**src/rtl/fifo_push_arbiter.sv**
```systemverilog
// Round-robin push arbiter and occupancy tracker for a flagless FIFO instance.
// Optional producer lock (burst hold) is compiled in with `define FIFO_ARB_LOCK_EN.

module fifo_push_arbiter_lane #(
  parameter int IDX        = 0,
  parameter int PTR_W      = 2,
  parameter int FIFO_width = 4
) (
  input  logic                  req_i,
  input  logic                  allow_i,
  input  logic [PTR_W-1:0]      rr_ptr_i,
  input  logic                  gnt_i,
  input  logic [FIFO_width-1:0] data_i,
  output logic                  req_v_o,
  output logic                  hi_o,
  output logic [FIFO_width-1:0] data_o
);
  assign req_v_o = req_i & allow_i;
  // Lanes at or above the pointer win first; the rest only on wrap.
  assign hi_o    = req_v_o & (PTR_W'(IDX) >= rr_ptr_i);
  assign data_o  = gnt_i ? data_i : '0;
endmodule

module fifo_push_arbiter #(
  parameter int N_REQ      = 4,
  parameter int FIFO_depth = 8,
  parameter int FIFO_width = 4,
  parameter int LVL_W      = 4
) (
  input  logic                        clk,
  input  logic                        FIFO_reset,
  input  logic [N_REQ-1:0]            req,
  input  logic [N_REQ*FIFO_width-1:0] req_data,
`ifdef FIFO_ARB_LOCK_EN
  input  logic [N_REQ-1:0]            lock,
`endif
  output logic [N_REQ-1:0]            gnt,
  input  logic                        cons_pop,
  output logic                        cons_ack,
  input  logic                        flush,
  output logic                        fifo_push,
  output logic                        fifo_pop,
  output logic [FIFO_width-1:0]       fifo_data_in,
  output logic                        fifo_reset_n,
  output logic [LVL_W-1:0]            level,
  output logic                        full,
  output logic                        empty
);
  localparam int PTR_W = $clog2(N_REQ);

  logic [PTR_W-1:0] rr_ptr_q, rr_ptr_d;
  logic [LVL_W-1:0] level_q, level_d;
  logic             full_q, full_d;
  logic             empty_q, empty_d;

  logic                                 allow;
  logic [N_REQ-1:0]                     req_v, hi;
  logic [N_REQ-1:0][FIFO_width-1:0]     lane_data;
  logic [PTR_W-1:0]                     gnt_idx;
  logic                                 gnt_any, hi_found, push, pop;
  logic [FIFO_width-1:0]                data_or;

`ifdef FIFO_ARB_LOCK_EN
  logic             lock_vld_q, lock_vld_d;
  logic [PTR_W-1:0] lock_idx_q, lock_idx_d;
`endif

  assign allow = ~full_q & ~flush & ~FIFO_reset;

  genvar g;
  generate
    for (g = 0; g < N_REQ; g++) begin : g_lane
      fifo_push_arbiter_lane #(
        .IDX(g), .PTR_W(PTR_W), .FIFO_width(FIFO_width)
      ) u_lane (
        .req_i   (req[g]),
        .allow_i (allow),
        .rr_ptr_i(rr_ptr_q),
        .gnt_i   (gnt[g]),
        .data_i  (req_data[g*FIFO_width +: FIFO_width]),
        .req_v_o (req_v[g]),
        .hi_o    (hi[g]),
        .data_o  (lane_data[g])
      );
    end
  endgenerate

  always_comb begin
    gnt_idx  = '0;
    gnt_any  = 1'b0;
    hi_found = 1'b0;
    for (int i = 0; i < N_REQ; i++) begin
      if (!hi_found && hi[i]) begin
        hi_found = 1'b1;
        gnt_idx  = PTR_W'(i);
      end
    end
    gnt_any = hi_found;
    for (int i = 0; i < N_REQ; i++) begin
      if (!gnt_any && req_v[i]) begin
        gnt_any = 1'b1;
        gnt_idx = PTR_W'(i);
      end
    end
`ifdef FIFO_ARB_LOCK_EN
    // A locked owner keeps the port while it still requests with lock held.
    if (lock_vld_q && req_v[lock_idx_q] && lock[lock_idx_q]) begin
      gnt_any = 1'b1;
      gnt_idx = lock_idx_q;
    end
`endif
    gnt = gnt_any ? (N_REQ'(1) << gnt_idx) : '0;
  end

  always_comb begin
    data_or = '0;
    for (int i = 0; i < N_REQ; i++) data_or = data_or | lane_data[i];
  end

  assign push         = gnt_any;
  assign pop          = cons_pop & ~empty_q & ~flush & ~FIFO_reset;
  assign fifo_push    = push;
  assign fifo_pop     = pop;
  assign cons_ack     = pop;
  assign fifo_data_in = data_or;
  assign fifo_reset_n = ~(FIFO_reset | flush);
  assign level        = level_q;
  assign full         = full_q;
  assign empty        = empty_q;

  always_comb begin
    rr_ptr_d = rr_ptr_q;
    // While locked this rewrites the same value, so the pointer stays put.
    if (gnt_any)
      rr_ptr_d = (gnt_idx == PTR_W'(N_REQ-1)) ? '0 : gnt_idx + 1'b1;
    level_d = level_q;
    case ({push, pop})
      2'b10:   level_d = level_q + 1'b1;
      2'b01:   level_d = level_q - 1'b1;
      default: level_d = level_q;
    endcase
    if (flush) level_d = '0;
    full_d  = (level_d == LVL_W'(FIFO_depth));
    empty_d = (level_d == '0);
`ifdef FIFO_ARB_LOCK_EN
    lock_vld_d = gnt_any & lock[gnt_idx];
    lock_idx_d = gnt_idx;
`endif
  end

  always_ff @(posedge clk) begin
    if (FIFO_reset) begin
      rr_ptr_q <= '0;
      level_q  <= '0;
      full_q   <= 1'b0;
      empty_q  <= 1'b1;
`ifdef FIFO_ARB_LOCK_EN
      lock_vld_q <= 1'b0;
      lock_idx_q <= '0;
`endif
    end else begin
      rr_ptr_q <= rr_ptr_d;
      level_q  <= level_d;
      full_q   <= full_d;
      empty_q  <= empty_d;
`ifdef FIFO_ARB_LOCK_EN
      lock_vld_q <= lock_vld_d;
      lock_idx_q <= lock_idx_d;
`endif
    end
  end
endmodule
```
**config.mk**
```make
export PLATFORM = sky130hd
export DESIGN_NAME = fifo_push_arbiter
export DESIGN_NICKNAME = d
export VERILOG_FILES = /design/src/rtl/fifo_push_arbiter.sv
export SDC_FILE = /design/constraint.sdc
export NUM_CORES = 1
export LEC_CHECK = 0
export BUFFER_PORTS_ARGS = -buffer_cell sky130_fd_sc_hd__buf_4
export CAP_MARGIN = 30
export CORE_MARGIN = 5
export CORE_UTILIZATION = 39
export DETAILED_ROUTE_END_ITERATION = 8
export PLACE_DENSITY = 0.76
export SYNTH_ARGS = -nofsm -noshare
export SYNTH_HDL_FRONTEND = slang
export SYNTH_SLANG_ARGS = --single-unit
```
**constraint.sdc**
```tcl
create_clock -name clk -period 2.7 [get_ports clk]
set_input_delay 0.135 -clock clk [delete_from_list [all_inputs] [get_ports clk]]
set_output_delay 0.135 -clock clk [all_outputs]
set_load 0.02 [all_outputs]
```
==> qor_table.md <==
| Result | This run | Unit |
| --- | --- | --- |
| Overall track demand over capacity in global routing | 14.3 | % |
| Critical setup path kind | flop to flop | - |
| Number of instances in the synthesized netlist | 94 | - |
| Net count of the mapped netlist | 124 | - |
| Number of buffers added by the clock tree synthesis step | 3 | - |
| Floorplan die area | 2990 | sq um |
| Chip height | 54.7 | um |
| Pwr Density | 284 | nW/um^2 |
| Internal power | 0.224 | mW |
| Number of setup buffers added after CTS | 0 | - |
| Number of sinks on the clock net | 8 | - |
| Remaining global-route overflow | 0 | - |
| DR pass1 iterations | 4 | - |
| Core area | 1940 | sq um |
| Most instantiated library cell after synthesis | sky130_fd_sc_hd__nor2_1 | - |
| Switching power share of the total | 29.2 | % |
| Wire length reported by the detailed router | 2140 | um |
| Antenna Nets Post-Route | 0 | - |
| Setup repair after global routing missed its margin | false | - |
| Fin crit period | 2.43 | ns |
| Initial antenna violation count | 0 | - |
| Clk root buf | sky130_fd_sc_hd__clkbuf_4 | - |
| Via total after detailed routing | 832 | - |
| Number of hold-repair buffers added at the cts stage | 0 | - |
| First-pass GRT wire length | 3130 | um |
| Final Util | 57.3 | % |
| Largest fanout on the critical path | 8 | - |
| Switching power | 0.0920 | mW |
| Achievable frequency | 412 | MHz |
| Async SR Flop Fraction | 0 | % |
| Most used standard cells in the synthesized netlist | sky130_fd_sc_hd__nor2_1 (10), sky130_fd_sc_hd__a22oi_1 (8), sky130_fd_sc_hd__dfxtp_1 (8) | - |
| Worst vdd ir | 0.000332 | V |
| Final net count | 163 | - |
| X dimension of the die | 54.7 | um |
| Placed wire-length estimate | 1800 | um |
| Post-synth EDFFs | 0 | - |
| TritonCTS clock tree | done | - |
| Unique masters post-synth | 34 | - |
| Top-Level Pins | 42 | - |
| Cell type contributing the most total cell area after synthesis | sky130_fd_sc_hd__dfxtp_1 | - |
| Critical path capture point type | flop | - |
| Synthesis-to-layout area growth | 42.7 | % |
| Predominant post-synthesis flop cell | sky130_fd_sc_hd__dfxtp_1 | - |
| Type of element launching the critical path | flop | - |
| CTS clk-pin slew, worst paths | 0.06 | ns |
| Post-cts resize count | 0 | - |
| Fraction of layout cells with a size suffix above 1 | 42.7 | % |
| Final weighted congestion in routability-driven placement | 0.824 | - |
| Number of placement rows | 16 | - |
| Setup slack of the most critical reg-to-reg path | 0.27 | ns |
| # Max-Cap Violations | 0 | - |
| Ratio of final minimum period to clock period | 89.9 | % |
| Post-synthesis sequential area ratio | 20.5 | % |
| Max-slew violation count | 0 | - |
| Kind of cell adding the most delay to the critical path | simple AND/OR/NAND/NOR gates | - |
| Power after layout | 0.316 | mW |
| Largest stage delay on the critical path | 0.41 | ns |
| Number of endpoints with negative hold slack in the final report | 0 | - |
| Clk Latency, worst-skew pair | 0.26 | ns |
| Master of the slowest instance on the critical path | sky130_fd_sc_hd__or3_1 | - |
| Combinational fraction of design power | 31.7 | % |
| Pin slew with the least headroom to its limit | 0.523 | ns |
| Mapped cell area | 779 | sq um |
| Via/cell ratio | 5.27 | - |
| Crit path required time | 2.89 | ns |
| Detailed-route DRC error count | 0 | - |
| Top post-synthesis cells by area | sky130_fd_sc_hd__dfxtp_1 (21%), sky130_fd_sc_hd__ha_1 (9.6%), sky130_fd_sc_hd__a22oi_1 (7.7%) | - |
| Avg WL per Cell | 13.6 | um |
| CP cell instances | or3_1, ha_2, xor2_1, ha_1, and2_1, a211oi_2, xor2_1, o41ai_2, nor3b_2 | - |
| Vias in the first global route | 723 | - |
| Pin count of the biggest net entering global routing | 10 | - |
| Starting density of the core | 40.1 | % |
| Leak Pwr | 0.526 | nW |
| DR iter-0 viols | 15 | - |
| Setup-failing EPs final | 0 | - |
| Number of flip-flops and latches in the synthesized netlist | 8 | - |
| Mean instance size in the synthesized netlist | 8.29 | sq um |
| H-tree levels | 1 | - |
| CP Buf/Inv Count | 0 | - |
| Portion of total power attributed to sequential cells | 39.6 | % |
| Filler cell count in the final layout | 179 | - |
| Maximum number of buffers from clock root to sink | 2 | - |
| Total of warnings raised by yosys | 0 | - |
| Data arrival time of the worst path | 2.61 | ns |
| Final TNS setup | 0 | ns |
| # port buffers | 41 | - |
| Hold Crit Class | input pin to flop | - |
| Clock share of power | 28.6 | % |
| Number of diodes added for antenna fixing | 0 | - |
| Headroom to the max-slew limit | 64.8 | % |
| Top-area cell type share of the netlist area | 20.5 | % |
| Top cell by count, worst path | sky130_fd_sc_hd__xor2_1 | - |
| Status | completed | - |
| Setup skew after layout | 0.0101 | ns |
## registers in the layout, indices dropped and copies added (netlist names)
register,count
empty,1
level,4
rr_ptr_q,2
full,1
## per-layer routing
| layer | global-route usage, % | part of all wire, % |
|---|---|---|
| met5 | 0 | 0 |
| met4 | 4.98 | 0.51 |
| met3 | 3.27 | 9.1 |
| met2 | 27.0 | 49 |
| met1 | 15.2 | 42 |
## cell usage in the layout (no fill, tap or decap), types with 3 or more instances in the layout
| cell type | netlist | final |
|---|---|---|
| sky130_fd_sc_hd__nor2_1 | 10 | 10 |
| sky130_fd_sc_hd__clkbuf_4 | 0 | 3 |
| sky130_fd_sc_hd__ha_1 | 6 | 5 |
| sky130_fd_sc_hd__inv_1 | 6 | 6 |
| sky130_fd_sc_hd__nand2_1 | 4 | 4 |
| sky130_fd_sc_hd__and2_1 | 5 | 5 |
| sky130_fd_sc_hd__a21oi_1 | 6 | 6 |
| sky130_fd_sc_hd__buf_4 | 5 | 43 |
| sky130_fd_sc_hd__xor2_1 | 3 | 3 |
| sky130_fd_sc_hd__dfxtp_1 | 8 | 8 |
| sky130_fd_sc_hd__a22oi_1 | 8 | 8 |
## final cells by class
class / instances / area (sq um) / share of cell area (%)
Sequential cell: 8 / 160 / 14.4
Inverter: 7 / 26.3 / 2.36
Multi-Input combinational cell: 70 / 547 / 49.2
Tap cell: 27 / 33.8 / 3.04
Clock buffer: 3 / 22.5 / 2.02
Timing Repair Buffer: 43 / 323 / 29.0
## stage by stage
stage	instance area, sq um	hold WS (ns)	setup slack (ns)	instances
3_3_place_gp	1080	0.352	0.232	155
3_5_place_dp	1080	0.357	0.138	155
5_1_grt	1110	0.0917	0.0578	158
4_1_cts	1100	0.0925	0.136	158
2_1_floorplan	779	0.204	0.112	94
6_report	1110	0.101	0.273	158
## final timing paths
check | start | endpoint | depth (start not counted)
setup reg to reg | full | full | 9
setup / recovery | full | full | 9
hold reg to reg | rr_ptr_q[1] | rr_ptr_q[1] | 2
hold / removal | FIFO_reset | rr_ptr_q[1] | 2
## cell families (layout without fill, tap and decap cells)
kind of cell | Yosys count | in the layout | synth area share, %
XOR/XNOR | 5 | 5 | 5.62
buffers and inverters | 16 | 53 | 10.4
AND/OR/NAND/NOR | 30 | 30 | 24.2
adder cells (fa/ha/maj) | 6 | 6 | 9.63
AO/OA/AOI/OAI | 28 | 28 | 28.2
multiplexers | 1 | 1 | 1.28
flip-flops | 8 | 8 | 20.5
## power by group through the flow
stage	sequential (mW)	combinational (mW)	clock, mW
finish	0.125	0.100	0.0904
global route	0.125	0.109	0.105
CTS	0.125	0.0995	0.0935
detailed placement	0.127	0.0992	0
global placement	0.127	0.0972	0
floorplan	0.128	0.0483	0
## worst register-to-register path, stage by stage (launching register included)
cell	delay, ns
sky130_fd_sc_hd__dfxtp_1	0.38
sky130_fd_sc_hd__or3_1	0.41
sky130_fd_sc_hd__ha_2	0.24
sky130_fd_sc_hd__xor2_1	0.18
sky130_fd_sc_hd__ha_1	0.21
sky130_fd_sc_hd__and2_1	0.16
sky130_fd_sc_hd__a211oi_2	0.21
sky130_fd_sc_hd__xor2_1	0.12
sky130_fd_sc_hd__o41ai_2	0.24
sky130_fd_sc_hd__nor3b_2	0.21
(Power assumes the default switching activity.)
